**config.mk**
```make
export PLATFORM = sky130hd
export DESIGN_NAME = namco_ctrl_latch
export DESIGN_NICKNAME = d
export VERILOG_FILES = /design/src/rtl/namco_ctrl_latch.sv
export SDC_FILE = /design/constraint.sdc
export NUM_CORES = 1
export LEC_CHECK = 0
export CAP_MARGIN = 5
export CORE_ASPECT_RATIO = 1.75
export CORE_UTILIZATION = 45
export CTS_CLUSTER_DIAMETER = 40
export DETAILED_ROUTE_END_ITERATION = 8
export PLACE_DENSITY_LB_ADDON = 0.1
export SYNTH_ARGS = -nofsm -noshare
export SYNTH_HDL_FRONTEND = slang
export SYNTH_SLANG_ARGS = --single-unit
export TNS_END_PERCENT = 5
```
**constraint.sdc**
```tcl
create_clock -name clk_i -period 4.4 [get_ports clk_i]
set_clock_uncertainty 0.1 [all_clocks]
set_input_delay 0.44 -clock clk_i [delete_from_list [all_inputs] [get_ports clk_i]]
set_output_delay 0.44 -clock clk_i [all_outputs]
set_load 0.03 [all_outputs]
```
**src/rtl/namco_ctrl_latch.sv**
```systemverilog
// Addressable control-latch bank shared by the main and sub 6809 buses.
// Drives IRQ enables and requests, the sub-CPU and I/O resets, sound enable and BG scroll.
module namco_ctrl_latch #(
    parameter int          NLATCH     = 8,
    parameter logic [15:0] MBASE      = 16'h5000,
    parameter logic [15:0] SBASE      = 16'h2000,
    parameter bit          SCPU_WR_EN = 1'b1,
    parameter bit          IRQ_MODE   = 1'b0,
    parameter int          RST_HOLD   = 16,
    parameter bit          SCROLL_EN  = 1'b1,
    parameter logic [4:0]  SCRBASE    = 5'b00111
) (
    input  logic              clk_i,
    input  logic              rst_n_i,
    input  logic              vblank_i,
    input  logic [15:0]       mcpu_adrs_i,
    input  logic              mcpu_vma_i,
    input  logic              mcpu_we_i,
    input  logic [15:0]       scpu_adrs_i,
    input  logic              scpu_vma_i,
    input  logic              scpu_we_i,
    output logic [NLATCH-1:0] latch_o,
    output logic              mcpu_irq_o,
    output logic              scpu_irq_o,
    output logic              scpu_reset_o,
    output logic              io_reset_o,
    output logic              psg_enable_o,
    output logic [7:0]        scroll_o
);

    localparam int         LB   = $clog2(NLATCH);
    localparam logic [7:0] HOLD = RST_HOLD[7:0];

    logic [NLATCH-1:0] latch_q, latch_d;
    logic [1:0]        pend_q, pend_d;
    logic              vb_m1_q, vb_s_q, vb_d_q;
    logic [7:0]        cnt_q, cnt_d;
    logic              srst_q, srst_d;
    logic [7:0]        scroll_q, scroll_d;

    logic          m_hit, s_hit, s_ok, scr_hit, vb_rise;
    logic [LB-1:0] m_idx, s_idx;
    logic          m_dat, s_dat;
    logic [1:0]    ack;

    assign m_idx = mcpu_adrs_i[LB:1];
    assign m_dat = mcpu_adrs_i[0];
    assign s_idx = scpu_adrs_i[LB:1];
    assign s_dat = scpu_adrs_i[0];

    assign m_hit = mcpu_vma_i & mcpu_we_i & (mcpu_adrs_i[15:LB+1] == MBASE[15:LB+1]);

    // The sub CPU only reaches its own IRQ enable, the generic bit 2, PSG and its run bit.
    assign s_ok  = (s_idx == LB'(0)) || (s_idx == LB'(2)) ||
                   (s_idx == LB'(3)) || (s_idx == LB'(5));
    assign s_hit = SCPU_WR_EN & scpu_vma_i & scpu_we_i & s_ok &
                   (scpu_adrs_i[15:LB+1] == SBASE[15:LB+1]);

    assign scr_hit = SCROLL_EN & mcpu_vma_i & mcpu_we_i & (mcpu_adrs_i[15:11] == SCRBASE);
    assign vb_rise = vb_s_q & ~vb_d_q;

    always_comb begin
        latch_d = latch_q;
        if (m_hit) latch_d[m_idx] = m_dat;
        if (s_hit) latch_d[s_idx] = s_dat;
    end

    // A write that leaves an enable at 0 acknowledges that channel's pending flag.
    assign ack[0] = ((m_hit && (m_idx == LB'(0))) || (s_hit && (s_idx == LB'(0)))) && !latch_d[0];
    assign ack[1] = ((m_hit && (m_idx == LB'(1))) || (s_hit && (s_idx == LB'(1)))) && !latch_d[1];

    always_comb begin
        pend_d = pend_q;
        for (int b = 0; b < 2; b++) begin
            if (vb_rise && latch_q[b]) pend_d[b] = 1'b1;
            if (ack[b])                pend_d[b] = 1'b0;
        end
    end

    always_comb begin
        cnt_d = cnt_q;
        if (!latch_q[5])
            cnt_d = HOLD;
        else if (cnt_q != 8'd0)
            cnt_d = cnt_q - 8'd1;
        srst_d = ~latch_d[5] | (cnt_d != 8'd0);
    end

    always_comb begin
        scroll_d = scroll_q;
        if (scr_hit) scroll_d = mcpu_adrs_i[10:3];
    end

    always_ff @(posedge clk_i or negedge rst_n_i) begin
        if (!rst_n_i) begin
            latch_q  <= '0;
            pend_q   <= '0;
            vb_m1_q  <= 1'b0;
            vb_s_q   <= 1'b0;
            vb_d_q   <= 1'b0;
            cnt_q    <= HOLD;
            srst_q   <= 1'b1;
            scroll_q <= '0;
        end else begin
            latch_q  <= latch_d;
            pend_q   <= pend_d;
            vb_m1_q  <= vblank_i;
            vb_s_q   <= vb_m1_q;
            vb_d_q   <= vb_s_q;
            cnt_q    <= cnt_d;
            srst_q   <= srst_d;
            scroll_q <= scroll_d;
        end
    end

    assign latch_o      = latch_q;
    assign mcpu_irq_o   = IRQ_MODE ? pend_q[1] : (latch_q[1] & vb_s_q);
    assign scpu_irq_o   = IRQ_MODE ? pend_q[0] : (latch_q[0] & vb_s_q);
    assign scpu_reset_o = srst_q;
    assign io_reset_o   = ~latch_q[4];
    assign psg_enable_o = latch_q[3];
    assign scroll_o     = scroll_q;

endmodule

```
==> results of run 1 <==
metrics by stage:
step / util, % / hold WS (ps) / total power, µW
2_1_floorplan: - / 44.4 / 303
3_3_place_gp: 69.3 / 234 / 368
3_5_place_dp: 69.3 / 253 / 372
4_1_cts: 70.8 / 273 / 507
5_1_grt: 70.8 / 291 / 523
6_report: 70.8 / 267 / 502
report_power, final:
group          switching (µW)  total (µW)  leakage (µW)  internal (µW)
logic                    45.6         102      0.000497           56.8
registers                4.91         264      0.000355            259
clock network            72.1         136     0.0000255           63.4
total                     123         502      0.000878            379
area by class of cell:
cell class | count | area [µm²] | area share, %
timing repair buffer | 60 | 598 | 28.5
sequential | 27 | 678 | 32.3
inverter | 7 | 26.3 | 1.25
clock buffer | 3 | 41.3 | 1.97
multi-input combinational | 95 | 696 | 33.2
tap | 42 | 52.6 | 2.51
clock inverter | 1 | 5.00 | 0.239
placed cells by master, fill, tap and decap left out, types with 3 or more instances in the layout:
cell,count
inv_1,7
nor4_1,6
and2_1,3
mux2_2,12
nor3_1,8
nand3b_1,3
xnor2_1,4
nor4b_1,3
dfrtp_1,25
nand2_1,10
mux2i_1,3
clkbuf_8,3
clkdlybuf4s50_1,59
o21ai_0,4
or4_4,4
nor2_1,9
nand4b_1,3
flip-flops by register name (all words and copies together), names as in the netlist:
signal,flops
latch_o,8
vb_m1_q,1
scpu_reset_o,1
vb_s_q,1
cnt_q,8
scroll_o,8
critical path, delay by kind of cell:
| family | cells | cell delay, ps |
|---|---|---|
| buf+inv | 1 | 430 |
| mux | 2 | 630 |
| simple gates | 3 | 1340 |
kinds of logic (layout without fill, tap and decap cells):
logic type,Yosys count,in the layout,synth area share [%]
AOI/OAI and AO/OA,13,13,6.56
xor gates and xnor gates,5,5,3.10
adders and majority gates,2,2,1.77
buffers and inverters,9,71,2.66
DFF,27,27,48.0
muxes,17,17,13.3
and+or+nand+nor,58,58,24.6
path summary, 6_finish.rpt:
path / end / slack, ps
setup / recovery: latch_o[3] / 1620
hold / removal: vb_s_q / 270
setup reg to reg: scpu_reset_o / 2220
hold reg to reg: vb_s_q / 270
max in group asynchronous: scpu_reset_o / 3470
min in group asynchronous: scroll_o[3] / 430
layer usage:
layer | track usage [%] | share of wire (%)
met2 | 41.8 | 53
met5 | 0 | 0
met3 | 5.21 | 8.2
met4 | 10.6 | 3.5
met1 | 22.9 | 35
==> impl_metrics.tcl, run 1 <==
set metrics [dict create \
    p_leak_uw 0.000878 \
    cts-root-buf "clkbuf_8" \
    vdd_ir_drop_max_uv 262 \
    die_width_um 44.3 \
    crit_chain "clkdlybuf4s50_1 > or4_4 > or4_4 > nor4_1 > mux2_1 > mux2_2" \
    drtIter0Drc 13 \
    place_area_um2 2050 \
    hold_viol_final 0 \
    dp_cells 231 \
    start_util_pct 47.7 \
    crit_path_start_kind "input port" \
    post_cts_buffers 0 \
    drt_first_pass_iters 4 \
    clk_latency_ps 270 \
    clockBufferDepth 2 \
    antenna_cells 0 \
    wl_per_cell_um 15.3 \
    clkSlewWorstSetupHoldPaths_ps 80 \
    area_delta_synth_final_pct 48.6 \
    ys_types 35 \
    synth_area_um2 1410 \
    grtUsageTotal_pct 22.9 \
    routed_wl_um 3590 \
    hold-path-cell-count 0 \
    postSynth.asyncResetShare_pct 100 \
    num_rows 26 \
    cts_buffers 3 \
    vias 1260 \
    die_h_um 76.1 \
    ys.flop_type "dfrtp_1" \
    max_cap_violations 0 \
    cts_tree "built" \
    nets 235 \
    synth-seq-area-share_pct 48.0 \
    fmax_mhz 359 \
    numPortBuffers 59 \
    synth-edff-count 0 \
    grt_pass1_vias 1317 \
    hp-start "vb_m1_q" \
    tightest_slew_ps 1070 \
    status "completed" \
    cp_slowest_cell "or4_4" \
    yosys_warnings 0 \
    rsz0062_at_grt "false" \
    place_ws_ps 1350 \
    drive_gt1_share_pct 13.5 \
    viasPerCell 5.36 \
    startpoint "mcpu_adrs_i[9]" \
    synth_most_common_cell "dfrtp_1" \
    min_period_ps 2780 \
    gr-total-overflow 0 \
    grt_first_pass_wirelength_um 5840 \
    finalSetupViolations 0 \
    hpwl_um 2860 \
    critPathMaxFanout 4 \
    drc 0 \
    avgSynthCellArea_um2 10.8 \
    setup_ws_ps 1620 \
    crit_type "in -> reg" \
    slew_headroom_pct 28.4 \
    cts.sinks 27 \
    crit_top_cell "or4_4" \
    place.gp.congestion 0.758 \
    cp_slowest_stage_delay_ps 560 \
    antenna_found_initial 0 \
    end_kind "register" \
    grt_max_degree 28 \
    power_density_nw_per_um2 239 \
    cts_resized 0 \
    netlist_instances 131 \
    synth_nets 172 \
    synth-seq-cells 27 \
    synth_top_cell_by_area "dfrtp_1" \
    coreArea_um2 2960 \
    synth_top_area_share_pct 44.3 \
    fin_tns_setup_ps 0 \
    final_cell_count_no_fill 235 \
    postRouteAntennaNets 0 \
    yosys-top-cells-area "dfrtp_1 44%, mux2_2 9.6%, dfstp_2 3.7%" \
    cp_data_arrival_time_ps 2840 \
    hold_buffers 0 \
    r2r-start "cnt_q[0]" \
    worst_hold_path_type "reg -> reg" \
    ys_top_cells_by_count "25 x dfrtp_1, 12 x mux2_2, 10 x nand2_1" \
    slew_viol_final 0 \
    htree_levels 1 \
    period_share_pct 63.3 \
    cp.required_ps 4460 \
    dieArea_um2 3370 \
    nFillCells 234 \
    final_area_um2 2100 \
    io_pins 60 \
    r2r_cells 6 \
]
No activity file was read; power rests on OpenSTA's default activity.
==> inputs of run 2 (changes only) <==
--- a/config.mk
+++ b/config.mk
@@ -7,7 +7,7 @@
 export LEC_CHECK = 0
 export CAP_MARGIN = 5
 export CORE_ASPECT_RATIO = 1.75
-export CORE_UTILIZATION = 45
+export CORE_UTILIZATION = 38
 export CTS_CLUSTER_DIAMETER = 40
 export DETAILED_ROUTE_END_ITERATION = 8
 export PLACE_DENSITY_LB_ADDON = 0.1
==> constraint.sdc (replaced) <==
create_clock -name clk_i -period 2.5 [get_ports clk_i]
set_clock_uncertainty 0.1 [all_clocks]
set_input_delay 0.25 -clock clk_i [delete_from_list [all_inputs] [get_ports clk_i]]
set_output_delay 0.25 -clock clk_i [all_outputs]
set_load 0.03 [all_outputs]
==> run 2 against run 1 <==
Largest power group unchanged. Setup slack lost 1600 ps. First-iteration DRC count rose by 31%. Clock power increased by 72%. Register-to-register slack worse by 1800 ps. Combinational power up 77%. Cell count rose by 3.4%. Sequential cell count stayed put. Sequential share of layout area shrank 1.1 points. Critical endpoint unchanged. Die area rose by 18%. Global-route usage fell by 4.2 points. Utilization shrank 10 points. Worst hold slack got worse by 98 ps.
==> impl_metrics.tcl, run 2 (same netlist as run 1, synthesis figures left out) <==
set metrics [dict create \
    status "completed" \
    startpoint "mcpu_adrs_i[11]" \
    drtIter0Drc 17 \
    worst_hold_path_type "in -> reg" \
    grt_max_degree 28 \
    final_area_um2 2170 \
    cp.required_ps 2550 \
    power_uw 879 \
    r2r-start "cnt_q[0]" \
    tightest_slew_ps 387 \
    clk_latency_ps 260 \
    cts-root-buf "clkbuf_8" \
    grt_pass1_vias 1267 \
    clock_power_share_pct 26.7 \
    power_density_nw_per_um2 405 \
    cts_tree "built" \
    finalSetupViolations 0 \
    gr-total-overflow 0 \
    rsz0062_at_grt "false" \
    r2r-end "scpu_reset_o" \
    hold_slack_ps 169 \
    io_pins 60 \
    place.gp.congestion 0.762 \
    drc 0 \
    area_delta_synth_final_pct 53.8 \
    vias 1219 \
    switchingPower_uw 210 \
    num_rows 29 \
    slew_viol_final 0 \
    hpwl_um 2810 \
    vdd_ir_drop_max_uv 319 \
    antenna_cells 0 \
    mostFrequentLayoutCell "clkdlybuf4s50_1" \
    hold-path-cell-count 2 \
    end_kind "register" \
    grt_first_pass_wirelength_um 5290 \
    numPortBuffers 59 \
    r2r_cells 6 \
    grtUsageTotal_pct 18.7 \
    antenna_found_initial 0 \
    seq_power_share_pct 52.8 \
    power.internal_uw 669 \
    drt_first_pass_iters 4 \
    cts_buffers 3 \
    rrSetupSlack_ps 380 \
    cts.sinks 27 \
    start_util_pct 39.3 \
    p_leak_uw 0.000952 \
    coreArea_um2 3590 \
    die_h_um 82.6 \
    hold_viol_final 0 \
    postRouteAntennaNets 0 \
    critPathMaxFanout 4 \
    cp_data_arrival_time_ps 2500 \
    fmax_mhz 409 \
    crit_path_start_kind "input port" \
    wl_per_cell_um 14.1 \
    routed_wl_um 3430 \
    slew_headroom_pct 73.8 \
    period_share_pct 97.8 \
    clockBufferDepth 2 \
    min_period_ps 2450 \
    combPwrFrac_pct 20.6 \
    switching_share_pct 23.9 \
    drive_gt1_share_pct 16.2 \
    nets 239 \
    clkSlewWorstSetupHoldPaths_ps 80 \
    max_cap_violations 0 \
    die_width_um 48.1 \
    holdPathEnd "scroll_o[3]" \
    crit_type "in -> reg" \
    place_area_um2 2090 \
    htree_levels 1 \
    viasPerCell 5.02 \
    dieArea_um2 3970 \
    final_cell_mix "53 x clkdlybuf4s50_1, 25 x dfrtp_1, 12 x mux2_2, 10 x nand2_1, 9 x nor2_1" \
    hp-start "mcpu_adrs_i[6]" \
]
==> run 2: final cells by class <==
cell class / instances / area, µm²
multi-input cells: 95 / 721
inverters: 7 / 26.3
flip-flops and latches: 27 / 678
well taps: 46 / 57.6
repair buffers: 64 / 643
fillers: 300 / 1420
clock buffers: 4 / 45.0
==> run 2: power by group through the flow <==
stage | Clock, µW | Combinational (µW) | Sequential, µW
4_1_cts | 244 | 185 | 465
3_3_place_gp | 0 | 181 | 472
5_1_grt | 258 | 195 | 467
2_1_floorplan | 0 | 26.0 | 508
3_5_place_dp | 0 | 183 | 473
6_report | 234 | 181 | 464
==> run 2: repair_timing <==
action | 4_1_cts | 5_1_grt
setup buffers | 0 | 0
hold buffers | 0 | 0
endpoints found under the setup margin | 2 | 2
gates resized for setup | 3 | 7
pin swaps | 1 | 3
==> run 2: worst max-delay path, stage by stage <==
cell and delay (ps):
clkdlybuf4s50_1 420, or4_4 430, or4_4 570, nor4_4 240, mux2_4 320, mux2_2 270
==> run 2: how the worst max path moves through the flow <==
stage / endpoint / slack (ps) / depth (start not counted)
2_1_floorplan: latch_o[2] / 200 / 5
3_5_place_dp: latch_o[3] / -340 / 6
3_3_place_gp: latch_o[2] / -310 / 6
6_report: latch_o[3] / 50 / 6
5_1_grt: latch_o[3] / 20 / 6
4_1_cts: latch_o[3] / 0.07 / 6
==> run 2: through the flow <==
stage                     util (%)  cells  setup TNS (ps)  worst slack (ps)
after floorplan                  -    131               0               200
after global placement        58.1    239            -939              -307
after detailed placement      58.1    239           -1010              -340
after CTS                     59.9    243               0            0.0662
after global routing          60.4    243               0              16.9
final                         60.4    243               0              55.0
==> run 2: per-layer routing <==
metal  GRT usage [%]  vias up  routed length (µm)
met4            5.83        0                  25
li1                -      607                   -
met3            1.96        2                 176
met5               0        -                   0
met1            17.9      573                1300
met2            37.7       37                1930
